## config.mk

```make
export PLATFORM = sky130hd
export DESIGN_NAME = pwm_capture_flat
export DESIGN_NICKNAME = d
export VERILOG_FILES = /design/src/rtl/pwm_capture_if.sv /design/src/rtl/pwm_capture.sv /design/src/flat_wrapper.sv
export SDC_FILE = /design/constraint.sdc
export NUM_CORES = 1
export LEC_CHECK = 0
export ABC_AREA = 1
export BUFFER_PORTS_ARGS = -buffer_cell sky130_fd_sc_hd__buf_2
export CORE_AREA = 2 2 119 121
export DETAILED_ROUTE_END_ITERATION = 10
export DIE_AREA = 0 0 121 123
export PLACE_DENSITY = 0.51
export SLEW_MARGIN = 20
export SYNTH_ARGS = -nofsm -noshare
export SYNTH_HDL_FRONTEND = slang
export SYNTH_SLANG_ARGS = --single-unit
export TNS_END_PERCENT = 10
```

## constraint.sdc

```tcl
create_clock -name io_mainClk -period 3.1 [get_ports io_mainClk]
set_input_delay 0.155 -clock io_mainClk [delete_from_list [all_inputs] [get_ports io_mainClk]]
set_output_delay 0.155 -clock io_mainClk [all_outputs]
set_load 0.02 [all_outputs]
```

## src/rtl/pwm_capture_if.sv

```systemverilog
// Result port of the PWM capture block: one-deep valid/ready measurement record.
// master = capture block (producer), slave = bus bridge (consumer).
interface pwm_capture_if #(
    parameter int CNT_WIDTH = 16
);
    logic                 io_result_valid;
    logic                 io_result_ready;
    logic [CNT_WIDTH-1:0] io_result_high;
    logic [CNT_WIDTH-1:0] io_result_period;
    logic                 io_result_overflow;
    logic                 io_result_level;

    modport master (
        output io_result_valid,
        input  io_result_ready,
        output io_result_high,
        output io_result_period,
        output io_result_overflow,
        output io_result_level
    );

    modport slave (
        input  io_result_valid,
        output io_result_ready,
        input  io_result_high,
        input  io_result_period,
        input  io_result_overflow,
        input  io_result_level
    );
endinterface

```

## src/rtl/pwm_capture.sv

```systemverilog
// PWM input capture: measures high time and rise-to-rise period of io_pwm_pin
// in io_mainClk cycles and presents each measurement in a one-deep result register.
// Optional glitch filter enabled by defining PWM_CAPTURE_FILTER_EN.
//
// state     | meaning
// ----------+-----------------------------------------------------------
// IDLE      | capture disabled, counters cleared
// WAIT_RISE | armed, waiting for the first rising edge (nothing counted)
// HIGH      | counting the high phase of the current period
// LOW       | counting the low phase; next rise publishes the period
module pwm_capture #(
    parameter int CNT_WIDTH   = 16,
    parameter int SYNC_STAGES = 2,
    parameter int FILTER_LEN  = 4
) (
    input  logic              io_mainClk,
    input  logic              io_resetn,
    input  logic              io_pwm_pin,
    input  logic              io_enable,
    input  logic              io_clear,
    output logic              io_overrun,
    pwm_capture_if.master     result
);

    localparam logic [CNT_WIDTH-1:0] CNT_MAX = '1;
    localparam logic [CNT_WIDTH-1:0] CNT_ONE = CNT_WIDTH'(1);

    generate
        if (SYNC_STAGES < 2 || FILTER_LEN < 1) begin : g_bad_param
            $error("pwm_capture: SYNC_STAGES must be >= 2 and FILTER_LEN >= 1");
        end
    endgenerate

    typedef enum logic [1:0] {IDLE, WAIT_RISE, HIGH, LOW} state_t;

    state_t               state;
    logic [SYNC_STAGES-1:0] sync_q;
    logic                 sync_out;
    logic                 level;
    logic                 level_q;
    logic                 rise;
    logic                 fall;
    logic [CNT_WIDTH-1:0] cnt;
    logic [CNT_WIDTH-1:0] hi_len;

    logic                 publish;
    logic [CNT_WIDTH-1:0] pub_high;
    logic [CNT_WIDTH-1:0] pub_period;
    logic                 pub_overflow;
    logic                 pub_level;

    logic                 res_valid;
    logic [CNT_WIDTH-1:0] res_high;
    logic [CNT_WIDTH-1:0] res_period;
    logic                 res_overflow;
    logic                 res_level;
    logic                 overrun;

    // Bring the asynchronous pin into the clock domain.
    always_ff @(posedge io_mainClk) begin
        if (!io_resetn) sync_q <= '0;
        else            sync_q <= {sync_q[SYNC_STAGES-2:0], io_pwm_pin};
    end

    assign sync_out = sync_q[SYNC_STAGES-1];

`ifdef PWM_CAPTURE_FILTER_EN
    localparam int FW = $clog2(FILTER_LEN + 1);
    logic [FW-1:0] filt_cnt;

    // Accept a new level only after FILTER_LEN consecutive samples agree; both edges see the same delay.
    always_ff @(posedge io_mainClk) begin
        if (!io_resetn) begin
            filt_cnt <= '0;
            level    <= 1'b0;
        end else if (sync_out == level) begin
            filt_cnt <= '0;
        end else if (filt_cnt == FW'(FILTER_LEN - 1)) begin
            filt_cnt <= '0;
            level    <= sync_out;
        end else begin
            filt_cnt <= filt_cnt + 1'b1;
        end
    end
`else
    assign level = sync_out;
`endif

    // Registered edge pulses on the conditioned level.
    always_ff @(posedge io_mainClk) begin
        if (!io_resetn) begin
            level_q <= 1'b0;
            rise    <= 1'b0;
            fall    <= 1'b0;
        end else begin
            level_q <= level;
            rise    <= level & ~level_q;
            fall    <= ~level & level_q;
        end
    end

    // Capture FSM: counters and phase tracking; a stall sends it back to WAIT_RISE so it reports once.
    always_ff @(posedge io_mainClk) begin
        if (!io_resetn || !io_enable) begin
            state  <= IDLE;
            cnt    <= '0;
            hi_len <= '0;
        end else begin
            case (state)
                IDLE: begin
                    state <= WAIT_RISE;
                end
                WAIT_RISE: begin
                    if (rise) begin
                        state <= HIGH;
                        cnt   <= CNT_ONE;
                    end
                end
                HIGH: begin
                    if (fall) begin
                        state  <= LOW;
                        hi_len <= cnt;
                        // Saturate so a fall on the last count still reports as a stall next cycle.
                        cnt    <= (cnt == CNT_MAX) ? CNT_MAX : cnt + 1'b1;
                    end else if (cnt == CNT_MAX) begin
                        state <= WAIT_RISE;
                        cnt   <= '0;
                    end else begin
                        cnt <= cnt + 1'b1;
                    end
                end
                LOW: begin
                    if (rise) begin
                        state <= HIGH;
                        cnt   <= CNT_ONE;
                    end else if (cnt == CNT_MAX) begin
                        state <= WAIT_RISE;
                        cnt   <= '0;
                    end else begin
                        cnt <= cnt + 1'b1;
                    end
                end
                default: state <= IDLE;
            endcase
        end
    end

    // Decide whether this cycle produces a measurement or a stall report.
    always_comb begin
        publish      = 1'b0;
        pub_high     = hi_len;
        pub_period   = cnt;
        pub_overflow = 1'b0;
        if (io_enable) begin
            case (state)
                HIGH: begin
                    if (!fall && cnt == CNT_MAX) begin
                        publish      = 1'b1;
                        pub_high     = CNT_MAX;
                        pub_period   = CNT_MAX;
                        pub_overflow = 1'b1;
                    end
                end
                LOW: begin
                    if (rise) begin
                        publish = 1'b1;
                    end else if (cnt == CNT_MAX) begin
                        publish      = 1'b1;
                        pub_high     = CNT_MAX;
                        pub_period   = CNT_MAX;
                        pub_overflow = 1'b1;
                    end
                end
                default: ;
            endcase
        end
        pub_level = pub_overflow & level;
    end

    // One-deep result register with sticky overrun; a discard wins over a same-cycle clear.
    always_ff @(posedge io_mainClk) begin
        if (!io_resetn) begin
            res_valid    <= 1'b0;
            res_high     <= '0;
            res_period   <= '0;
            res_overflow <= 1'b0;
            res_level    <= 1'b0;
            overrun      <= 1'b0;
        end else begin
            if (publish && (!res_valid || result.io_result_ready)) begin
                res_valid    <= 1'b1;
                res_high     <= pub_high;
                res_period   <= pub_period;
                res_overflow <= pub_overflow;
                res_level    <= pub_level;
            end else if (res_valid && result.io_result_ready) begin
                res_valid <= 1'b0;
            end
            if (publish && res_valid && !result.io_result_ready) overrun <= 1'b1;
            else if (io_clear)                                  overrun <= 1'b0;
        end
    end

    assign result.io_result_valid    = res_valid;
    assign result.io_result_high     = res_high;
    assign result.io_result_period   = res_period;
    assign result.io_result_overflow = res_overflow;
    assign result.io_result_level    = res_level;
    assign io_overrun                = overrun;

endmodule

```

## src/flat_wrapper.sv

```systemverilog
// flat-port wrapper written by rule: the top's interface ports become plain ports
module pwm_capture_flat 
#(
    parameter int CNT_WIDTH   = 16,
    parameter int SYNC_STAGES = 2,
    parameter int FILTER_LEN  = 4
)
  (io_mainClk, io_resetn, io_pwm_pin, io_enable, io_clear, io_overrun, result_io_result_valid, result_io_result_ready, result_io_result_high, result_io_result_period, result_io_result_overflow, result_io_result_level);
  pwm_capture_if #(.CNT_WIDTH(CNT_WIDTH)) result_i ();
  input  logic io_mainClk;
  input  logic io_resetn;
  input  logic io_pwm_pin;
  input  logic io_enable;
  input  logic io_clear;
  output logic io_overrun;
  output wire logic [$bits(result_i.io_result_valid)-1:0] result_io_result_valid;
  input wire logic [$bits(result_i.io_result_ready)-1:0] result_io_result_ready;
  output wire logic [$bits(result_i.io_result_high)-1:0] result_io_result_high;
  output wire logic [$bits(result_i.io_result_period)-1:0] result_io_result_period;
  output wire logic [$bits(result_i.io_result_overflow)-1:0] result_io_result_overflow;
  output wire logic [$bits(result_i.io_result_level)-1:0] result_io_result_level;
  assign result_io_result_valid = result_i.io_result_valid;
  assign result_i.io_result_ready = result_io_result_ready;
  assign result_io_result_high = result_i.io_result_high;
  assign result_io_result_period = result_i.io_result_period;
  assign result_io_result_overflow = result_i.io_result_overflow;
  assign result_io_result_level = result_i.io_result_level;
  pwm_capture #(.CNT_WIDTH(CNT_WIDTH), .SYNC_STAGES(SYNC_STAGES), .FILTER_LEN(FILTER_LEN)) u_core (.io_mainClk(io_mainClk), .io_resetn(io_resetn), .io_pwm_pin(io_pwm_pin), .io_enable(io_enable), .io_clear(io_clear), .io_overrun(io_overrun), .result(result_i));
endmodule
```

# Word-level counts from Yosys, hierarchy flattened
# Index checks and enable logic that the tools add are counted.
# totals
regBits,75
input_bits,6
output_inout_bits,36
word_cells,75
# op_classes
n_addsub,1
n_eq_ne,5
n_mux,33
n_bitwise,5
reduce_logical,18
# ops
cell,n
16-bit 2-to-1 mux,13
16-bit case mux with 2 select lines,2
16-bit case mux with 3 select lines,1
16-bit by 1-bit adder with 16-bit output (second input constant),1
16-bit equality test (second input constant),1
1-bit 2-to-1 mux,10
2-bit 2-to-1 mux,4
2-bit case mux with 4 select lines,1
1-bit logical AND,5
1-bit logical NOT,5
2-bit equality test (second input constant),2
1-bit case mux with 2 select lines,2
2-bit AND reduction,2
2-bit nonzero test,2
1-bit bitwise AND,3
3-bit nonzero test,1
2-bit by 1-bit equality test with 1-bit output (second input constant),1
2-bit logical NOT,1
1-bit logical OR,2
2-bit by 1-bit != test with 1-bit output (second input constant),1
1-bit inverter,2

# Longest topological paths before layout
# logic_depth
word_depth,8
ltp_mapped,12
depth_no_buf,11

# Worst setup path after synthesis
# Ideal clock, no wire load.
# synth_path
path_kind,flip-flop to flip-flop
startpoint,reg u_core.cnt[0]
endpoint,reg u_core.res_high[0] (netlist: u_core.result.io_result_high[0])
setup_time_ns,0.113
arrival_time_ns,1.681
required_ns,2.987
setup_slack_ns,1.306
path_stages_with_launch,12
n_path_buf,1
period_less_slack_ns,1.794
cell_sequence,dfxtp_1 ha_1 nand2_2 nor2_4 nand2_2 nor2_8 nor2_2 nor2_4 nand3_4 buf_2 nor2_1 nor2_1
# synth_between
elab_chain_cells,6
elab_cells_between_ends,13
cone_classes,1 x eq/ne; 10 x mux; 2 x reduce/logical
# synth_lines
item,line,text
"start, declared",pwm_capture.sv:43,logic [CNT_WIDTH-1:0] cnt;
"start signal, assigned",pwm_capture.sv:124,cnt <= (cnt == CNT_MAX) ? CNT_MAX : cnt + 1'b1;
"start signal, assigned",pwm_capture.sv:129,cnt <= cnt + 1'b1;
"start signal, assigned",pwm_capture.sv:140,cnt <= cnt + 1'b1;
16-bit equality test *,"pwm_capture.sv:157, pwm_capture.sv:167",
1-bit 2-to-1 mux or 1-bit logical AND (tied branches),"pwm_capture.sv:167, pwm_capture.sv:157",
"1-bit 2-to-1 mux, on equally long branches","pwm_capture.sv:165, pwm_capture.sv:157",
1-bit case mux with 2 select lines,pwm_capture.sv:155,case (state)
1-bit 2-to-1 mux,pwm_capture.sv:154,if (io_enable) begin
1-bit logical AND,pwm_capture.sv:190,if (publish && (!res_valid || result.io_result_ready)) begin
"end signal, assigned",pwm_capture.sv:192,res_high <= pub_high;
"end, declared",pwm_capture.sv:53,logic [CNT_WIDTH-1:0] res_high;
# Mark *: on every way between the ends. The rest lies on a longest branch, timed or not.
# A chain may end at the register's enable or synchronous reset.

# Worst setup path in the final report
# layout_path
startpoint,reg u_core.cnt[9]
endpoint,reg u_core.res_high[0] (netlist: u_core.result.io_result_high[0])
# Same word-level chain as after synthesis.

==> flow_metrics.py <==
metrics = {
    "clocking": {
        "cts_hold_buf": 0,
        "cts_tree": "yes",
        "cts_root_buf": "clkbuf_16",
        "path_clk_slew_ns": 0.06,
        "postCtsSetupBuffers": 0,
        "cts_resized": 0,
        "clock_latency_ns": 0.33,
        "numCtsBuffers": 9,
        "numClockSinks": 75,
        "ctsLongestPathBuffers": 2,
        "htree_num_levels": 3,
    },
    "grt": {
        "grt_first_pass_wirelength_microns": 13550,
        "grt_overflow": 0,
        "antenna_found_initial": 0,
        "grt_max_degree": 54,
        "grt_pass1_vias": 2749,
        "grt_use_total_pct": 11.53,
    },
    "logic_synthesis": {
        "syn_nets": 479,
        "synth_area_per_cell_sq_um": 7.027,
        "synthFlopType": "dfxtp_1",
        "yosys_warnings": 0,
        "synth-seq-cells": 75,
        "async_reset_ff_share_pct": 0,
        "synthesis.area_sq_mm": 0.003317,
        "synth_edf_count": 0,
        "netlist_instances": 472,
        "ys_seq_area_share_pct": 45.27,
        "ys_types": 31,
    },
    "finish": {
        "diodes": 0,
        "drive_gt1_share_pct": 14.65,
        "area_delta_synth_final_pct": 20.03,
        "nNetsFinal": 515,
        "layout_common_cells": "nand2_1, dfxtp_1, inv_1",
        "final_cells": 692,
        "fillCellCount": 1487,
        "final_common_cell": "nand2_1",
    },
    "timing": {
        "worstMarginPinSlew_ns": 0.6823,
        "hold_viol": 0,
        "setup_viol": 0,
        "slew_violations": 0,
        "max_slew_margin_pct": 54.46,
        "period_minus_slack_ns": 2.530,
        "setup_tns_ns": 0,
        "max_freq_mhz": 395.3,
        "final.setup_skew_ns": 0.004861,
        "rsz0062_at_grt": "no",
        "worst_slack_ns": 0.5703,
        "fin_crit_sh_pct": 81.60,
    },
    "power": {
        "p_seq_share_pct": 46.3,
        "p_int_mw": 1.673,
        "swShare_pct": 20.13,
        "power_density_mw_per_mm2": 526.1,
        "leakagePower_nw": 1.846,
        "combPwrFrac_pct": 1.5,
        "p_clk_share_pct": 52.2,
        "switchingPower_uw": 421.6,
        "ir_drop_v": 0.0002193,
    },
    "place": {
        "dp_slack_ns": 0.6170,
        "gp_congestion": 0.8680,
        "io_buffers": 41,
        "dpl.hpwl_microns": 5860,
        "numPlacedInstances": 677,
    },
    "detailed_routing": {
        "first_iter_violations": 157,
        "first_pass_iters": 4,
        "vias": 2963,
        "ant_nets": 0,
        "viasPerCell": 4.282,
        "wl_per_cell_microns": 11.85,
        "wirelength_microns": 8202,
        "post-route-drc-count": 0,
    },
    "floorplanning": {
        "ioPinCount": 42,
        "core_sq_mm": 0.01361,
        "dieWidth_microns": 121,
        "initial_core_util_pct": 24.37,
        "fp.dieH_microns": 123,
        "rows": 43,
        "die-area_sq_mm": 0.01488,
    },
    "setup_path": {
        "reg2reg_to": "u_core.result.io_result_high[0]",
        "cp-start-kind": "flip-flop",
        "cp-startpoint": "u_core.cnt[9]",
        "required_ns": 3.32,
        "crit_type": "reg -> reg",
        "reg2reg_slack_ns": 0.57,
        "crit_fanout": 53,
        "cp_slowest_stage_delay_ns": 0.52,
        "r2r-start": "u_core.cnt[9]",
        "cp.arrival_ns": 2.75,
        "ff2ff_path_depth": 9,
        "cp-end-kind": "flip-flop",
        "crit_end": "u_core.result.io_result_high[0]",
        "path_cells": "nand2_1 > nor2_2 > nand2_2 > nor2_8 > nor2_2 > nor2_4 > nand3_4 > nor2_1 > nor2_1",
        "critical-path-slowest-cell": "nand3_4",
    },
    "hold_path": {
        "min_path_type": "in -> reg",
    },
    "job": {
        "maxCapViolations": 0,
    },
    "status": {
        "outcome": "complete, no violations",
    },
}
-- layer usage --
layer | routed length [microns] | track usage (%) | share of wire (%)
met3 | 377 | 3.367 | 4.6
met2 | 3707 | 18.50 | 45
met4 | 110 | 4.215 | 1.3
met5 | 0 | 0 | 0
met1 | 4006 | 14.72 | 49
-- worst max-delay path: cells and delay by family (launching register included) --
family        cells  cell delay (ns)
simple gates      9             1.86
flops             1             0.51
-- cell type report --
cell class,instances,area [sq um],area share [%]
Clock buffer,10,229.0,5.751
Multi-Input combinational cell,316,1486,37.34
Inverter,62,232.7,5.845
Timing Repair Buffer,44,227.7,5.720
Clock inverter,5,78.83,1.980
Tap cell,180,225.2,5.657
Sequential cell,75,1501,37.71
-- worst min-delay path by stage --
| stage | end | start | slack, ns | cells after the start |
|---|---|---|---|---|
| floorplan | u_core.sync_q[0] | io_pwm_pin | 0.25 | 2 |
| global placement | u_core.sync_q[0] | io_pwm_pin | 0.36 | 3 |
| detailed placement | u_core.sync_q[0] | io_pwm_pin | 0.35 | 3 |
| CTS | u_core.sync_q[0] | io_pwm_pin | 0.001 | 3 |
| global route | u_core.sync_q[0] | io_pwm_pin | 0.02 | 3 |
| finish | u_core.sync_q[0] | io_pwm_pin | 0.01 | 3 |
-- through the flow --
step                      power, mW  area (sq um)  util (%)  hold slack [ns]
after floorplan               1.012          3317         -           0.2526
after global placement        1.022          3674     26.99           0.3588
after detailed placement      1.022          3674     26.99           0.3512
after CTS                     2.116          3981     29.25         0.001396
after global routing          2.167          3981     29.25          0.02353
final                         2.094          3981     29.25         0.009717
-- cells in the mapped netlist, types with 3 or more instances --
cell,count,area share [%]
a21oi_1,48,7.2
buf_2,8,1.2
clkbuf_1,9,1.0
dfxtp_1,75,45
inv_1,58,6.6
nand2_1,125,14
nand2_2,5,0.94
nand3_1,12,1.8
nand4_1,16,3.0
nor2_1,56,6.3
nor2_2,3,0.57
nor3_1,4,0.60
o21ai_0,23,3.5
xor2_1,5,1.3
-- registers in the layout, summed over array words and instances (netlist names) --
name,count
u_core.cnt,16
u_core.hi_len,16
u_core.result.io_result_high,16
u_core.result.io_result_period,16
u_core.state,2
u_core.sync_q,2
u_core.fall,1
u_core.io_overrun,1
u_core.level_q,1
u_core.result.io_result_level,1
u_core.result.io_result_overflow,1
u_core.result.io_result_valid,1
u_core.rise,1
-- kinds of logic after synthesis --
family | after synthesis | share of synthesized area, %
fa+ha+maj | 1 | 0.3772
xor+xnor | 7 | 1.848
flops | 75 | 45.27
compound gates | 80 | 12.67
buf+inv | 81 | 9.921
simple gates | 228 | 29.91
-- power by group through the flow --
stage | logic [mW] | registers, mW | clock network, mW
floorplan | 0.0215 | 0.990 | 0
global placement | 0.0309 | 0.991 | 0
detailed placement | 0.0311 | 0.991 | 0
CTS | 0.0313 | 0.970 | 1.11
global route | 0.0349 | 0.970 | 1.16
finish | 0.0307 | 0.970 | 1.09
No activity file was read; power rests on OpenSTA's default activity.
